## src/rtl/somador_subtrator_full_adder.sv

```systemverilog
// One-bit full adder cell; the top level chains WIDTH of these into a
// ripple-carry adder.
module full_adder (
   input  logic a,
   input  logic b,
   input  logic cin,
   output logic sum,
   output logic cout
);

   assign sum  = a ^ b ^ cin;
   assign cout = (a & b) | (a & cin) | (b & cin);

endmodule

```

## src/rtl/somador_subtrator.sv

```systemverilog
// Registered unsigned adder/subtractor: select=1 gives a+b, select=0 gives a-b.
// Both operations share one ripple-carry chain. The result register is cleared asynchronously.
module somador_subtrator #(
   parameter int WIDTH = 4
) (
   input  logic             clock,
   input  logic             reset,
   input  logic [WIDTH-1:0] a,
   input  logic [WIDTH-1:0] b,
   input  logic             select,
   output logic [WIDTH:0]   resul
);

   logic             sub;
   logic [WIDTH-1:0] b_mod;
   logic [WIDTH:0]   carry;
   logic [WIDTH-1:0] sum;
   logic [WIDTH:0]   next_resul;

   // Subtraction is a + ~b + 1. Operand B is inverted and the carry-in is set when select is low.
   assign sub      = ~select;
   assign b_mod    = b ^ {WIDTH{sub}};
   assign carry[0] = sub;

   for (genvar i = 0; i < WIDTH; i++) begin : g_chain
      full_adder u_fa (
         .a    (a[i]),
         .b    (b_mod[i]),
         .cin  (carry[i]),
         .sum  (sum[i]),
         .cout (carry[i+1])
      );
   end

   // The top bit is the carry on add and the inverted carry (borrow) on subtract.
   assign next_resul = {carry[WIDTH] ^ sub, sum};

   always_ff @(posedge clock or posedge reset) begin
      if (reset) resul <= '0;
      else       resul <= next_resul;
   end

endmodule

```

## config.mk

```make
export PLATFORM = sky130hd
export DESIGN_NAME = somador_subtrator
export DESIGN_NICKNAME = d
export VERILOG_FILES = /design/src/rtl/somador_subtrator_full_adder.sv /design/src/rtl/somador_subtrator.sv
export SDC_FILE = /design/constraint.sdc
export NUM_CORES = 1
export LEC_CHECK = 0
export ABC_AREA = 1
export CAP_MARGIN = 20
export CELL_PAD_IN_SITES_DETAIL_PLACEMENT = 2
export CELL_PAD_IN_SITES_GLOBAL_PLACEMENT = 2
export CORE_MARGIN = 2
export CORE_UTILIZATION = 18
export CTS_BUF_LIST = sky130_fd_sc_hd__clkbuf_16
export DETAILED_ROUTE_END_ITERATION = 6
export PLACE_DENSITY = 0.8
export SYNTH_ARGS = -nofsm -noshare
export SYNTH_HDL_FRONTEND = slang
export SYNTH_SLANG_ARGS = --single-unit
```

## constraint.sdc

```tcl
create_clock -name clock -period 0.8 [get_ports clock]
set_input_delay 0.2 -clock clock [delete_from_list [all_inputs] [get_ports clock]]
set_output_delay 0.2 -clock clock [all_outputs]
set_load 0.01 [all_outputs]
```

==> results of run 1 <==
## kinds of logic after synthesis
family | share of synthesized area
AO/OA/AOI/OAI | 0.0158
XOR/XNOR | 0.111
adder cells (fa/ha/maj) | 0.190
buffers and inverters | 0.166
flip-flops | 0.395
AND/OR/NAND/NOR | 0.123
## cell usage in the layout, fill, tap and decap left out
cell | Yosys | layout
dlymetal6s2s_1 | 0 | 1
clkbuf_16 | 0 | 3
inv_6 | 0 | 1
buf_2 | 0 | 5
inv_2 | 1 | 5
xor2_1 | 3 | 2
dlygate4sd2_1 | 0 | 2
dfrtp_1 | 5 | 5
fa_2 | 0 | 3
nand2_1 | 5 | 4
xor2_2 | 0 | 1
buf_8 | 0 | 2
buf_4 | 0 | 4
nand2_2 | 2 | 2
o21ai_2 | 0 | 1
nand2_4 | 0 | 1
buf_6 | 1 | 2
nor2_1 | 2 | 2
xnor2_4 | 0 | 1
clkdlybuf4s50_1 | 0 | 3
inv_1 | 10 | 6
## per-stage QoR
stage          setup TNS [ns]  power [W]  cells
3_5_place_dp            -6.92   0.000681     68
2_1_floorplan           -2.52   0.000484     34
5_1_grt                 -2.59    0.00152     73
3_3_place_gp            -6.58   0.000660     68
6_report                -2.33    0.00144     73
4_1_cts                 -2.76    0.00147     73
## power by group
| group | total [W] | switching, W | internal (W) |
|---|---|---|---|
| combinational | 0.000323 | 0.000156 | 0.000166 |
| clock | 0.000802 | 0.000156 | 0.000646 |
| sequential | 0.000320 | 0.0000112 | 0.000309 |
| total | 0.00144 | 0.000323 | 0.00112 |
## worst paths after layout
kind | startpoint | to | slack (ns) | cells past startpoint
worst min-delay path | reset | resul[4] | 0.18 | 2
min in group clock | a[0] | resul[0] | 0.33 | 6
max in group asynchronous | reset | resul[1] | 0.46 | 2
worst max-delay path | b[1] | resul[3] | -0.71 | 7
## per-layer routing
metal  vias up  track usage  part of all wire
met2        13        0.136              0.50
met3         3       0.0278             0.073
met5         -            0                 0
li1        133            -                 -
met1       122        0.100              0.39
met4         0       0.0686             0.036
## layout make-up
cell class	count	share of cell area
inverters	11	0.0743
well taps	17	0.0341
clock buffers	3	0.120
clock inverters	1	0.00602
flip-flops and latches	5	0.201
repair buffers	19	0.269
multi-input cells	17	0.295
## timing repair
item | CTS | global route
gates resized for setup | 56 | 4
setup buffers | 1 | 0
endpoints found under the setup margin | 10 | 9
pin swaps | 6 | 5
==> metrics.md, run 1 <==
| Metric | Value |
|---|---|
| DP Worst Slack | -1.53 ns |
| Util after Layout | 0.369 |
| Worst vdd ir | roughly 1000 µV |
| Hold_ws | 0.178 ns |
| Crit path kind | input pin to flop |
| Crit path DAT | 1.63 ns |
| Worst setup SP type | input pin |
| Gpl congestion | roughly 0.67 |
| Final setup viols | 9 |
| CP most frequent cell | fa_2 |
| DRT Pass-1 Iters | 1 |
| Hold WC Path Type | input pin to asynchronous set/reset pin |
| Unique masters post-synth | 11 |
| Share of cells above drive strength 1 | 0.554 |
| Fin crit period | 1.51 ns |
| Die height | 45.9 µm |
| Top-area cell type share of the netlist area | 0.395 |
| CP max stage cell | fa_2 |
| Number of global-route vias before repair | 311 |
| # H-tree levels | 1 |
| Total CTS buffers | 3 |
| Final hold violations | 0 |
| Final setup margin | -0.715 ns |
| ANT nets after route | 0 |
| Lkg Pwr | around 0.33 nW |
| Crit path buf inv count | 3 |
| Yosys warning count | 0 |
| Status | finished, violations left |
| Total die area | approximately 2100 µm² |
| DR DRC count | 0 |
| Slew @ Worst Pin | 0.196 ns |
| Commonest cells post-synth | inv_1 (10), dfrtp_1 (5), nand2_1 (5) |
| Placeable Area | 1690 µm² |
| Period utilisation layout | 1.89 |
| # diodes | 0 |
| Area growth syn-to-layout | 96.8% |
| Post-cts hold buffer count | 0 |
| Clock root buffer master | clkbuf_16 |
| # rows | 15 |
| Violations in the final reports | setup timing |
| Biggest regs | resul x5 |
| Post-Syn Area | ~320 µm² |
| Reg clk slew, reported paths | 0.03 ns |
| Ys async rst share | 1.00 |
| Initial core utilization | 0.187 |
| TritonCTS clock tree | built |
| Max-cap violations | 0 |
| Crit-path cells | buf_8 -> xnor2_4 -> fa_2 -> inv_2 -> fa_2 -> fa_2 -> inv_2 |
| Placed Area | 526 µm² |
| Data required, critical path | 0.92 ns |
| FMAX | 660 MHz |
| NumNets Final | 71 |
| Routed via count | roughly 270 |
| DIE WIDTH | 45.9 µm |
| Vias per cell | 3.71 |
| Drt total wl | about 740 µm |
| Power per cell area | 2320 nW/µm² |
| Area of the multi-input gates | 184 µm² |
| Pins Over Slew Limit | 0 |
| Pin count of the biggest net entering global routing | 6 |
| Total GRT Usage | 0.0887 |
| Port buffer count | 15 |
| Fillers | 193 |
| Slew margin rel. | 0.869 |
| Synth area leaders | dfrtp_1 (40%), fa_1 (19%), inv_1 (12%), xor2_1 (8.3%), nand2_1 (5.9%) |
| IO Pins | 16 |
| Overflow after GRT | 0 |
| Max FFs per register | 5 |
| Bufs on Longest Clock Path | 2 |
| EDFF count, synth | 0 |
| Initial antenna violation count | 0 |
| RSZ-0062 raised after global routing | yes |
| Post-route cell area | about 620 µm² |
| First-pass GRT wire length | 1260 µm |
| Clk sinks | 5 |
| Syn nets | 48 |
| Cell with the most instances after synthesis | inv_1 |
| CP max FO | 1 |
| Ys flop type | dfrtp_1 |
| Slowest stage delay, CP | 0.54 ns |
| Syn_area_per_cell | 9.31 µm² |
| CP endpoint kind | flop |
| Seq cells post-synth | 5 |
| Dpl hpwl | 658 µm |
| Most flop-heavy register | resul |
| FF/Latch Area | 125 µm² |
| Mapped Cells | 34 |
| Sequential share of the synthesized area | 0.395 |
| Largest delay share family, worst path | adder cells |
| Initial drt markers | 0 |
| Area leader, netlist | dfrtp_1 |
| DR WL/cell | slightly above 10 µm |
No activity file was read; power rests on OpenSTA's default activity.
==> inputs of run 2 (changes only) <==
--- a/config.mk
+++ b/config.mk
@@ -12,6 +12,7 @@
 export CORE_MARGIN = 2
 export CORE_UTILIZATION = 18
 export CTS_BUF_LIST = sky130_fd_sc_hd__clkbuf_16
+export CTS_CLUSTER_DIAMETER = 150
 export DETAILED_ROUTE_END_ITERATION = 6
 export PLACE_DENSITY = 0.8
 export SYNTH_ARGS = -nofsm -noshare
==> results of run 2 <==
Same layout as run 1: the final DEF is identical, and so are final timing and power.
==> inputs of run 3 (changes only) <==
--- a/config.mk
+++ b/config.mk
@@ -15,6 +15,7 @@
 export CTS_CLUSTER_DIAMETER = 150
 export DETAILED_ROUTE_END_ITERATION = 6
 export PLACE_DENSITY = 0.8
+export RECOVER_POWER = 25
 export SYNTH_ARGS = -nofsm -noshare
 export SYNTH_HDL_FRONTEND = slang
 export SYNTH_SLANG_ARGS = --single-unit
==> metrics.md, run 3 (same netlist as run 1, synthesis figures left out) <==
| Metric | Value |
|---|---|
| Status | finished, violations left |
| Violations in the final reports | setup timing |
| Vias per cell | 3.71 (unchanged) |
| Port buffer count | 15 (unchanged) |
| Total GRT Usage | 0.0887 (unchanged) |
| CP max FO | 1 (unchanged) |
| Final hold violations | 0 (unchanged) |
| Overflow after GRT | 0 (unchanged) |
| # H-tree levels | 1 (unchanged) |
| Slew @ Worst Pin | 0.196 ns (unchanged) |
| IO Pins | 16 (unchanged) |
| RSZ-0062 raised after global routing | yes |
| # rows | 15 (unchanged) |
| Total CTS buffers | 3 (unchanged) |
| Die height | 45.9 µm (unchanged) |
| Most flop-heavy register | resul |
| Number of global-route vias before repair | 311 (unchanged) |
| Total Neg Setup Slack | -2.34 ns (-0.000760 ns) |
| Share of cells above drive strength 1 | 0.554 (unchanged) |
| DR WL/cell | 10.2 µm (-0.13%) |
| Pins Over Slew Limit | 0 (unchanged) |
| Pin count of the biggest net entering global routing | 6 (unchanged) |
| Commonest non-fill, non-tap cell in the layout | inv_1 |
| DIE WIDTH | 45.9 µm (unchanged) |
| Initial antenna violation count | 0 (unchanged) |
| Biggest regs | resul x5 |
| DR DRC count | 0 (unchanged) |
| Clock root buffer master | clkbuf_16 |
| Initial core utilization | 0.187 (unchanged) |
| Max-cap violations | 0 (unchanged) |
| Crit path kind | input pin to flop |
| FMAX | 660 MHz (unchanged) |
| NumNets Final | 71 (unchanged) |
| Final setup viols | 9 (unchanged) |
| CP endpoint kind | flop |
| Fillers | 193 (unchanged) |
| Slew margin rel. | 0.869 (unchanged) |
| TritonCTS clock tree | built |
| Drt total wl | 742 µm (-0.13%) |
| Power per cell area | 2320 nW/µm² (about the same) |
| Worst vdd ir | 1010 µV (unchanged) |
| Fin crit period | 1.51 ns (unchanged) |
| Lkg Pwr | 0.330 nW (about the same) |
| First-pass GRT wire length | 1260 µm (unchanged) |
| Routed via count | 271 (unchanged) |
| Hold_ws | 0.314 ns (+0.137 ns) |
| Final setup margin | -0.715 ns (unchanged) |
| Area growth syn-to-layout | 96.8% (unchanged) |
| # diodes | 0 (unchanged) |
| DRT Pass-1 Iters | 1 (unchanged) |
| Dpl hpwl | 658 µm (unchanged) |
| Reg clk slew, reported paths | 0.03 ns (about the same) |
| Worst setup SP type | input pin |
| Period utilisation layout | 1.89 (unchanged) |
| Bufs on Longest Clock Path | 2 (unchanged) |
| Total die area | 2110 µm² (unchanged) |
| Initial drt markers | 0 (unchanged) |
| Clk sinks | 5 (unchanged) |
| Crit path DAT | 1.63 ns (about the same) |
| Hold WC Path Type | input pin to asynchronous set/reset pin |
| Placeable Area | 1690 µm² (unchanged) |
| Power, Total | 0.00144 W (about the same) |
| Data required, critical path | 0.92 ns (about the same) |
| Gpl congestion | 0.670 (unchanged) |
| ANT nets after route | 0 (unchanged) |
| Max FFs per register | 5 (unchanged) |
| Most frequent cells in the layout | inv_1 (6), inv_2 (5), buf_2 (5), dfrtp_1 (5) |
-- run 3: repair_timing --
item / 4_1_cts / 5_1_grt
pin swaps: 6 / 5
gates resized for setup: 56 / 4
setup buffers: 1 / 0
hold buffers: 0 / 0
endpoints found under the setup margin: 10 / 9
-- run 3: worst max-delay path, stage by stage --
cell and delay, ns:
buf_8 0.10, xnor2_4 0.17, fa_2 0.22, inv_2 0.04
fa_2 0.34, fa_2 0.54, inv_2 0.03
-- run 3: layer usage --
layer  GRT usage  vias to the layer above  part of all wire  routed length, µm
li1            -                      133                 -                  -
met1       0.100                      122              0.38                282
met2       0.136                       13              0.50                372
met3      0.0278                        3             0.080                 59
met4      0.0686                        0             0.036                 27
met5           0                        -                 0                  0
-- run 3: worst max path at each step --
stage               cells after the start       end  startpoint  slack (ns)
floorplan                               7  resul[3]      select       -0.87
global placement                        9  resul[3]      select       -1.43
detailed placement                      9  resul[3]      select       -1.53
CTS                                     7  resul[3]        b[1]       -0.83
global route                            7  resul[3]        b[1]       -0.75
finish                                  7  resul[3]        b[1]       -0.71
-- run 3: layout make-up --
class                           count  area, µm²  share of cell area
Inverter                           11       46.3              0.0743
Timing Repair Buffer               19        168               0.269
Clock buffer                        3       75.1               0.120
Multi-Input combinational cell     17        184               0.295
Sequential cell                     5        125               0.201
Tap cell                           17       21.3              0.0341
Clock inverter                      1       3.75             0.00602
-- run 3: where the power goes --
part / internal [W] / leakage, nW / switching, W / total (W)
Clock: 0.000646 / 0.0423 / 0.000156 / 0.000802
Combinational: 0.000165 / 0.229 / 0.000156 / 0.000322
Sequential: 0.000309 / 0.0580 / 0.0000113 / 0.000320
-- run 3: per-stage QoR --
stage               instance area (µm²)  setup WS [ns]  utilization  std cells
floorplan                           352         -0.874            -         34
CTS                                 614         -0.834        0.364         73
detailed placement                  526          -1.53        0.311         68
finish                              623         -0.715        0.369         73
global route                        623         -0.750        0.369         73
global placement                    526          -1.43        0.311         68
